--- src/rtl/lc3b_pkg.sv ---
// ---------------------------------------------------------------------------
// lc3b_pkg
// Shared constants, types and helpers for the LC-3b pipeline front end.
//   WORD        : datapath width
//   PCMUX_*     : encodings of the MEM-stage PC source select
//   INSTR_STEP  : PC increment per fetched instruction (byte addressed)
//   RESET_PC    : value the core's PC register takes on reset (informational)
// ---------------------------------------------------------------------------
package lc3b_pkg;

    localparam int          WORD         = 16;
    localparam logic [1:0]  PCMUX_NPC    = 2'b00;
    localparam logic [1:0]  PCMUX_TARGET = 2'b01;
    localparam logic [1:0]  PCMUX_TRAP   = 2'b10;
    localparam logic [15:0] INSTR_STEP   = 16'd2;
    localparam logic [15:0] RESET_PC     = 16'h3000;

    // Sequential next PC; wraps modulo 2^16 (16'hFFFE -> 16'h0000).
    function automatic logic [WORD-1:0] calc_npc(input logic [WORD-1:0] pc);
        return pc + INSTR_STEP;
    endfunction

endpackage

--- src/rtl/fetch_stage_if.sv ---
// ---------------------------------------------------------------------------
// fetch_stage_if
// Bundles the fetch stage's pipeline-facing signals.
//   master : the enclosing core (drives PC, stalls, redirect info, instr;
//            consumes load enables and DE latch data)
//   slave  : the fetch stage itself
// ---------------------------------------------------------------------------
interface fetch_stage_if;
    import lc3b_pkg::*;

    logic [WORD-1:0] pc;
    logic            dep_stall;
    logic            mem_stall;
    logic            v_de_br_stall;
    logic            v_agex_br_stall;
    logic            v_mem_br_stall;
    logic            imem_r;
    logic [1:0]      mem_pcmux;
    logic [WORD-1:0] target_pc;
    logic [WORD-1:0] trap_pc;
    logic [WORD-1:0] instr;

    logic            ld_pc;
    logic [WORD-1:0] new_pc;
    logic [WORD-1:0] de_npc;
    logic [WORD-1:0] de_ir;
    logic            de_v;
    logic            ld_de;

    modport master (
        output pc, dep_stall, mem_stall, v_de_br_stall, v_agex_br_stall,
               v_mem_br_stall, imem_r, mem_pcmux, target_pc, trap_pc, instr,
        input  ld_pc, new_pc, de_npc, de_ir, de_v, ld_de
    );

    modport slave (
        input  pc, dep_stall, mem_stall, v_de_br_stall, v_agex_br_stall,
               v_mem_br_stall, imem_r, mem_pcmux, target_pc, trap_pc, instr,
        output ld_pc, new_pc, de_npc, de_ir, de_v, ld_de
    );

endinterface

--- src/rtl/fetch_stage_pc_mux.sv ---
// ---------------------------------------------------------------------------
// fetch_pc_mux
// Sequential-PC adder plus the 3:1 next-PC selector driven by the MEM stage.
//   pc_i        : current PC
//   mem_pcmux_i : 00/11 sequential, 01 branch target, 10 trap vector
//   target_pc_i : branch/JSR/JMP target
//   trap_pc_i   : trap vector target
//   npc_o       : pc_i + 2
//   new_pc_o    : selected next PC
// ---------------------------------------------------------------------------
module fetch_pc_mux
    import lc3b_pkg::*;
(
    input  logic [WORD-1:0] pc_i,
    input  logic [1:0]      mem_pcmux_i,
    input  logic [WORD-1:0] target_pc_i,
    input  logic [WORD-1:0] trap_pc_i,
    output logic [WORD-1:0] npc_o,
    output logic [WORD-1:0] new_pc_o
);

    logic [WORD-1:0] npc_s;

    assign npc_s = calc_npc(pc_i);
    assign npc_o = npc_s;

    // Next-PC source select; encoding 11 falls back to the sequential PC.
    always_comb begin
        new_pc_o = npc_s;
        case (mem_pcmux_i)
            PCMUX_NPC:    new_pc_o = npc_s;
            PCMUX_TARGET: new_pc_o = target_pc_i;
            PCMUX_TRAP:   new_pc_o = trap_pc_i;
            default:      new_pc_o = npc_s;
        endcase
    end

endmodule

--- src/rtl/fetch_stage.sv ---
// ---------------------------------------------------------------------------
// fetch_stage
// Fetch stage of the 5-stage LC-3b pipeline. Computes the next PC and the DE
// latch inputs; the PC and DE registers themselves live in the core.
//   clk        : pipeline clock
//   rst        : asynchronous, active-high reset; while high the PC is held
//                and DE is loaded with an invalid (flushed) entry
//   fif        : fetch_stage_if.slave (pc, stalls, redirect, instr in;
//                ld_pc, new_pc, de_npc, de_ir, de_v, ld_de out)
//   stall_cnt  : only with FETCH_STALL_CNT_EN defined; saturating count of
//                cycles in which the PC was not loaded
// Configuration macro: FETCH_STALL_CNT_EN
// The default build has no internal state; all outputs are combinational.
// ---------------------------------------------------------------------------
module fetch_stage
    import lc3b_pkg::*;
(
    input  logic            clk,
    input  logic            rst,
    fetch_stage_if.slave    fif
`ifdef FETCH_STALL_CNT_EN
    ,
    output logic [WORD-1:0] stall_cnt
`endif
);

    logic [WORD-1:0] npc_s;
    logic [WORD-1:0] new_pc_s;
    logic            ctl_in_flight_s;
    logic            ld_pc_s;
    logic            ld_de_s;
    logic            de_v_s;

    fetch_pc_mux u_pc_mux (
        .pc_i        (fif.pc),
        .mem_pcmux_i (fif.mem_pcmux),
        .target_pc_i (fif.target_pc),
        .trap_pc_i   (fif.trap_pc),
        .npc_o       (npc_s),
        .new_pc_o    (new_pc_s)
    );

    assign ctl_in_flight_s = fif.v_de_br_stall | fif.v_agex_br_stall;

    // Load enables and DE valid; a resolving MEM redirect overrides the
    // younger stalls and imem readiness, but nothing moves during mem_stall.
    always_comb begin
        ld_pc_s = 1'b0;
        ld_de_s = 1'b1;
        de_v_s  = 1'b0;
        if (rst) begin
            ld_pc_s = 1'b0;
            ld_de_s = 1'b1;
            de_v_s  = 1'b0;
        end else begin
            ld_pc_s = ~fif.mem_stall &
                      (fif.v_mem_br_stall |
                       (fif.imem_r & ~fif.dep_stall & ~ctl_in_flight_s));
            ld_de_s = ~fif.dep_stall & ~fif.mem_stall;
            de_v_s  = fif.imem_r & ~ctl_in_flight_s & ~fif.v_mem_br_stall;
        end
    end

    assign fif.ld_pc  = ld_pc_s;
    assign fif.new_pc = new_pc_s;
    assign fif.de_npc = npc_s;
    assign fif.de_ir  = fif.instr;
    assign fif.de_v   = de_v_s;
    assign fif.ld_de  = ld_de_s;

`ifdef FETCH_STALL_CNT_EN
    logic [WORD-1:0] stall_cnt_q;
    logic [WORD-1:0] stall_cnt_d;

    // Next count: add one for each cycle the PC is held, sticking at all-ones.
    always_comb begin
        stall_cnt_d = stall_cnt_q;
        if (!ld_pc_s && (stall_cnt_q != 16'hFFFF)) begin
            stall_cnt_d = stall_cnt_q + 16'd1;
        end else begin
            stall_cnt_d = stall_cnt_q;
        end
    end

    // Stall counter register.
    always_ff @(posedge clk or posedge rst) begin
        if (rst) begin
            stall_cnt_q <= 16'h0000;
        end else begin
            stall_cnt_q <= stall_cnt_d;
        end
    end

    assign stall_cnt = stall_cnt_q;
`else
    // Without the counter the clock has no consumer.
    logic unused_clk_s;
    assign unused_clk_s = clk;
`endif

endmodule

--- src/flat_wrapper.sv ---
// flat-port wrapper written by rule: the top's interface ports become plain ports
module fetch_stage_flat import lc3b_pkg::*;
  (clk, rst, fif_pc, fif_dep_stall, fif_mem_stall, fif_v_de_br_stall, fif_v_agex_br_stall, fif_v_mem_br_stall, fif_imem_r, fif_mem_pcmux, fif_target_pc, fif_trap_pc, fif_instr, fif_ld_pc, fif_new_pc, fif_de_npc, fif_de_ir, fif_de_v, fif_ld_de);
  fetch_stage_if fif_i ();
  input  logic clk;
  input  logic rst;
  input wire logic [$bits(fif_i.pc)-1:0] fif_pc;
  input wire logic [$bits(fif_i.dep_stall)-1:0] fif_dep_stall;
  input wire logic [$bits(fif_i.mem_stall)-1:0] fif_mem_stall;
  input wire logic [$bits(fif_i.v_de_br_stall)-1:0] fif_v_de_br_stall;
  input wire logic [$bits(fif_i.v_agex_br_stall)-1:0] fif_v_agex_br_stall;
  input wire logic [$bits(fif_i.v_mem_br_stall)-1:0] fif_v_mem_br_stall;
  input wire logic [$bits(fif_i.imem_r)-1:0] fif_imem_r;
  input wire logic [$bits(fif_i.mem_pcmux)-1:0] fif_mem_pcmux;
  input wire logic [$bits(fif_i.target_pc)-1:0] fif_target_pc;
  input wire logic [$bits(fif_i.trap_pc)-1:0] fif_trap_pc;
  input wire logic [$bits(fif_i.instr)-1:0] fif_instr;
  output wire logic [$bits(fif_i.ld_pc)-1:0] fif_ld_pc;
  output wire logic [$bits(fif_i.new_pc)-1:0] fif_new_pc;
  output wire logic [$bits(fif_i.de_npc)-1:0] fif_de_npc;
  output wire logic [$bits(fif_i.de_ir)-1:0] fif_de_ir;
  output wire logic [$bits(fif_i.de_v)-1:0] fif_de_v;
  output wire logic [$bits(fif_i.ld_de)-1:0] fif_ld_de;
  assign fif_i.pc = fif_pc;
  assign fif_i.dep_stall = fif_dep_stall;
  assign fif_i.mem_stall = fif_mem_stall;
  assign fif_i.v_de_br_stall = fif_v_de_br_stall;
  assign fif_i.v_agex_br_stall = fif_v_agex_br_stall;
  assign fif_i.v_mem_br_stall = fif_v_mem_br_stall;
  assign fif_i.imem_r = fif_imem_r;
  assign fif_i.mem_pcmux = fif_mem_pcmux;
  assign fif_i.target_pc = fif_target_pc;
  assign fif_i.trap_pc = fif_trap_pc;
  assign fif_i.instr = fif_instr;
  assign fif_ld_pc = fif_i.ld_pc;
  assign fif_new_pc = fif_i.new_pc;
  assign fif_de_npc = fif_i.de_npc;
  assign fif_de_ir = fif_i.de_ir;
  assign fif_de_v = fif_i.de_v;
  assign fif_ld_de = fif_i.ld_de;
  fetch_stage u_core (.clk(clk), .rst(rst), .fif(fif_i));
endmodule
--- config.mk ---
export PLATFORM = sky130hd
export DESIGN_NAME = fetch_stage_flat
export DESIGN_NICKNAME = d
export VERILOG_FILES = /design/src/rtl/lc3b_pkg.sv /design/src/rtl/fetch_stage_if.sv /design/src/rtl/fetch_stage_pc_mux.sv /design/src/rtl/fetch_stage.sv /design/src/flat_wrapper.sv
export SDC_FILE = /design/constraint.sdc
export NUM_CORES = 1
export LEC_CHECK = 0
export ABC_AREA = 0
export CAP_MARGIN = 40
export CELL_PAD_IN_SITES_DETAIL_PLACEMENT = 0
export CELL_PAD_IN_SITES_GLOBAL_PLACEMENT = 1
export CORE_MARGIN = 2
export CORE_UTILIZATION = 13
export DETAILED_ROUTE_END_ITERATION = 10
export PLACE_DENSITY = 0.86
export SLEW_MARGIN = 40
export SYNTH_ARGS = -nofsm -noshare
export SYNTH_HDL_FRONTEND = slang
export SYNTH_SLANG_ARGS = --single-unit
--- constraint.sdc ---
create_clock -name vclk -period 1.8
set_input_delay 0.36 -clock vclk [all_inputs]
set_output_delay 0.36 -clock vclk [all_outputs]
set_load 0.01 [all_outputs]
* Yosys cells after proc, flatten, opt, wreduce, memory -nomap -nowiden
Cells that the tools add are included.
** Operators by class
- Add/subtract/negate cells :: 1
- Equality and inequality tests :: 2
- Muxes and demuxes :: 4
- Bitwise operators :: 12
** Operators with widths (number)
- 16-bit case mux with 2 select lines :: 1
- 16-bit by 2-bit adder with 16-bit output (second input constant) :: 1
- 1-bit bitwise AND :: 6
- 1-bit NOT :: 4
- 1-bit 2-to-1 mux :: 3
- 2-bit by 1-bit == test with 1-bit output (second input constant) :: 1
- 2-bit == test (second input constant) :: 1
- 1-bit bitwise OR :: 2
** Storage, ports and cells
- Bits in registers :: 0
- Bits of input ports :: 74
- Output and inout bits :: 51

* Logic depth before layout (Yosys ltp)
- Depth in word-level cells :: 6
- Gate-level depth with buffers :: 7

* Modules after synthesis
A second synthesis with hierarchy kept.
** Unflattened totals
- Cells, all modules :: 119
- Area total of the unflattened synthesis :: 799.5 µm²
** Modules (own cells, without submodules)
- fetch_pc_mux :: times used 1, cells each 97, area an instance 633.1 µm², seq. area each 0.0 µm²
- fetch_stage :: times used 1, cells each 22, area an instance 166.4 µm², seq. area each 0.0 µm²

* Worst setup path before layout
Ideal clock, no wire load.
- Path kind :: in2out
- Start point :: input fif_mem_pcmux[0]
- End point :: output fif_new_pc[2]
- Arrival :: 1428 ps
- Slack :: 12 ps
- Stages :: 6
- Path buffers :: 2
- Path through :: inv_1 ha_1 clkbuf_1 clkbuf_1 a22oi_1 o21ai_0
** Between the ends
- Word-level cells in the longest chain between the ends :: 2
- Elaborated cells on any way between the ends :: 3
- Classes of those cells :: eq/ne (2); mux (1)
** RTL lines
- start: declaration :: line flat_wrapper.sv:14 : input wire logic [$bits(fif_i.mem_pcmux)-1:0] fif_mem_pcmux;
- 2-bit == test or 2-bit by 1-bit == test with 1-bit output (tied branches) :: line fetch_stage_pc_mux.sv:30 : case (mem_pcmux_i)
- 16-bit case mux with 2 select lines (*) :: line fetch_stage_pc_mux.sv:30
- end: declaration :: line flat_wrapper.sv:19 : output wire logic [$bits(fif_i.new_pc)-1:0] fif_new_pc;
Mark *: on every way between the ends. The rest lies on a longest branch, timed or not.

* Final worst setup path
- Start point :: input fif_pc[1]
- End point :: output fif_new_pc[14]
** Between the ends
- Word-level cells in the longest chain between the ends :: 2
** RTL lines
- start: declaration :: line flat_wrapper.sv:7 : input wire logic [$bits(fif_i.pc)-1:0] fif_pc;
- 16-bit by 2-bit adder with 16-bit output :: line lc3b_pkg.sv:20 : return pc + INSTR_STEP;
- 16-bit case mux with 2 select lines :: line fetch_stage_pc_mux.sv:30
No other way between the ends.

==> results.cfg <==
[place]
dp_hpwl_um = 3180
place_ws_ns = -0.999
dp_cells = 290
place_area_sq_um = 1880
place.gp.congestion = 0.841
numPortBuffers = 92

[die]
io_pins = 125
initial_core_util = 0.136
dieArea_sq_um = 6910
core_sq_um = 5990
dieWidth_um = 83.2
row_count = 28
die_h_um = 83.2

[drt]
drc = 0
vias = 1212
postRouteAntennaNets = 0
avgViaCountPerCell = 4.05
routedWlPerCell_um = 13.3
first_pass_iters = 4
wirelength_um = 3990
drtIter0Drc = 39

[final_layout]
finish.net_count = 303
area.sequential_sq_um = 0
stdcell_area_sq_um = 2070
diodes = 0
clock_buffers = 0
fin_util = 0.345
seq_cells = 0
drive_gt1_frac = 0.504
syn_to_final_growth_pct = 154
layout.cells.non_filler = 299

[pwr]
peakVddDrop_uv = 100
clockPowerShare = 0
internal_power_mw = 0.300
seqPwrFrac = 0
leakagePower_nw = 0.964
combPwrFrac = 1.000
swShare = 0.428
switchingPower_mw = 0.225
powerDensity_nw_per_um2 = 254

[global_route]
grt_pass1_wl_um = 6810
grt_pass1_vias = 1333
grt_max_degree = 19
grt.total_usage = 0.114
grt_overflow = 0
antenna_found_initial = 0

[logic_synthesis]
synth_area_leaders = buf_4 (16%), a22oi_1 (14%), a21o_1 (9.2%)
syn_area_sq_um = 815
synth.most_common_cell = buf_4
synth_top_area_frac = 0.157
synthCells = 120
syn_nets = 197
yosysSeqAreaShare = 0
synth_top_area_cell = buf_4
synth_cell_types = 23
ys_warn_count = 0
yosys-top-cells-count = buf_4 (17), a22oi_1 (15), nor2_1 (15), a21o_1 (10), nand2_1 (10)
avgSynthCellArea_sq_um = 6.79

[sta]
fin_setup_tns_ns = -0.0529
fmax_mhz = 543
period_minus_slack_ns = 1.84
finalCritPeriodShare = 1.02
setup_viol = 2
rsz0062_at_grt = yes
setup_slack_ns = -0.0401
hold_viol_final = 0
relSlewSlack = 0.826
drv_slew = 0
tightest_slew_ns = 0.259

[setup_path]
arrival_ns = 1.48
cp-start-kind = input pin
required_ns = 1.44
path_class = input pin to output pin
cp_max_fo = 4
cpPeakStageDelay_ns = 0.19
slowest_stage = xor2_2
end_kind = output pin
crit_path_cell_trace = buf_8 > buf_6 > nand4_4 > buf_12 > nor4_4 > xor2_2 > a21o_1 > buf_2

[min_path]
worstHoldPathType = input pin to output pin

[clocking]
holdBufCountCts = 0

[job]
max_cap_viol_count = 0

[run_status]
violations = negative setup slack
status = finished with violations
==> cells by family (layout without fill, tap and decap cells) <==
group                      count (synthesis)  in the layout  share of synthesized area
AOI/OAI and AO/OA                         34             34                      0.295
and+or+nand+nor                           40             40                      0.284
xor gates and xnor gates                  13             13                      0.158
adders and majority gates                  3              3                     0.0461
buffers and inverters                     30            134                      0.217
==> cells in the final DEF, fill, tap and decap left out, types with 4 or more instances in the layout <==
cell type        synthesis  layout
clkdlybuf4s50_1          0      44
buf_4                   17      30
buf_2                    0      23
a22oi_2                  0      11
buf_6                    0      11
nor2_1                  15      10
a21o_1                  10      10
nand2_1                 10       9
dlygate4sd2_1            0       7
xor2_1                   8       5
xor2_2                   2       5
a22oi_1                 15       4
nor2_2                   0       4
inv_1                    6       4
buf_8                    0       4
clkbuf_2                 0       4
==> stage by stage <==
step / power (mW) / hold slack, ns
floorplan: 0.199 / 0.764
global placement: 0.516 / 0.720
detailed placement: 0.518 / 0.720
CTS: 0.519 / 0.720
global route: 0.568 / 0.720
finish: 0.525 / 0.720
==> timing repair <==
item                                    4_1_cts  5_1_grt
endpoints found under the setup margin       34       24
buffers inserted                             11        0
gates resized for setup                     206       27
pin swaps                                    28       17
==> power groups by stage <==
stage / Combinational (mW) / Clock (mW) / Sequential, mW
after floorplan: 0.199 / 0 / 0
after global placement: 0.516 / 0 / 0
after detailed placement: 0.518 / 0 / 0
after CTS: 0.519 / 0 / 0
after global routing: 0.568 / 0 / 0
final: 0.525 / 0 / 0
==> critical path, delay by kind of cell <==
kind	cells	cell delay, ns
compound gates	1	0.12
xor+xnor	1	0.19
buf+inv	4	0.48
simple gates	2	0.33
==> worst paths after layout <==
check	from	to	cells past startpoint
max	fif_pc[1]	fif_new_pc[14]	8
min	fif_instr[12]	fif_de_ir[12]	0
==> final cells by class <==
cell class	instances	area (sq um)
multi-input cells	90	843
inverters	6	22.5
repair buffers	128	1110
fillers	643	3920
well taps	75	93.8
==> routing by layer <==
metal	global-route usage	up-vias	wire length, um
met2	0.202	43	1960
met5	0	-	0
li1	-	612	-
met1	0.137	549	1660
met3	0.0328	8	316
met4	0.0209	0	49
Power figures use the tool's default switching activity.
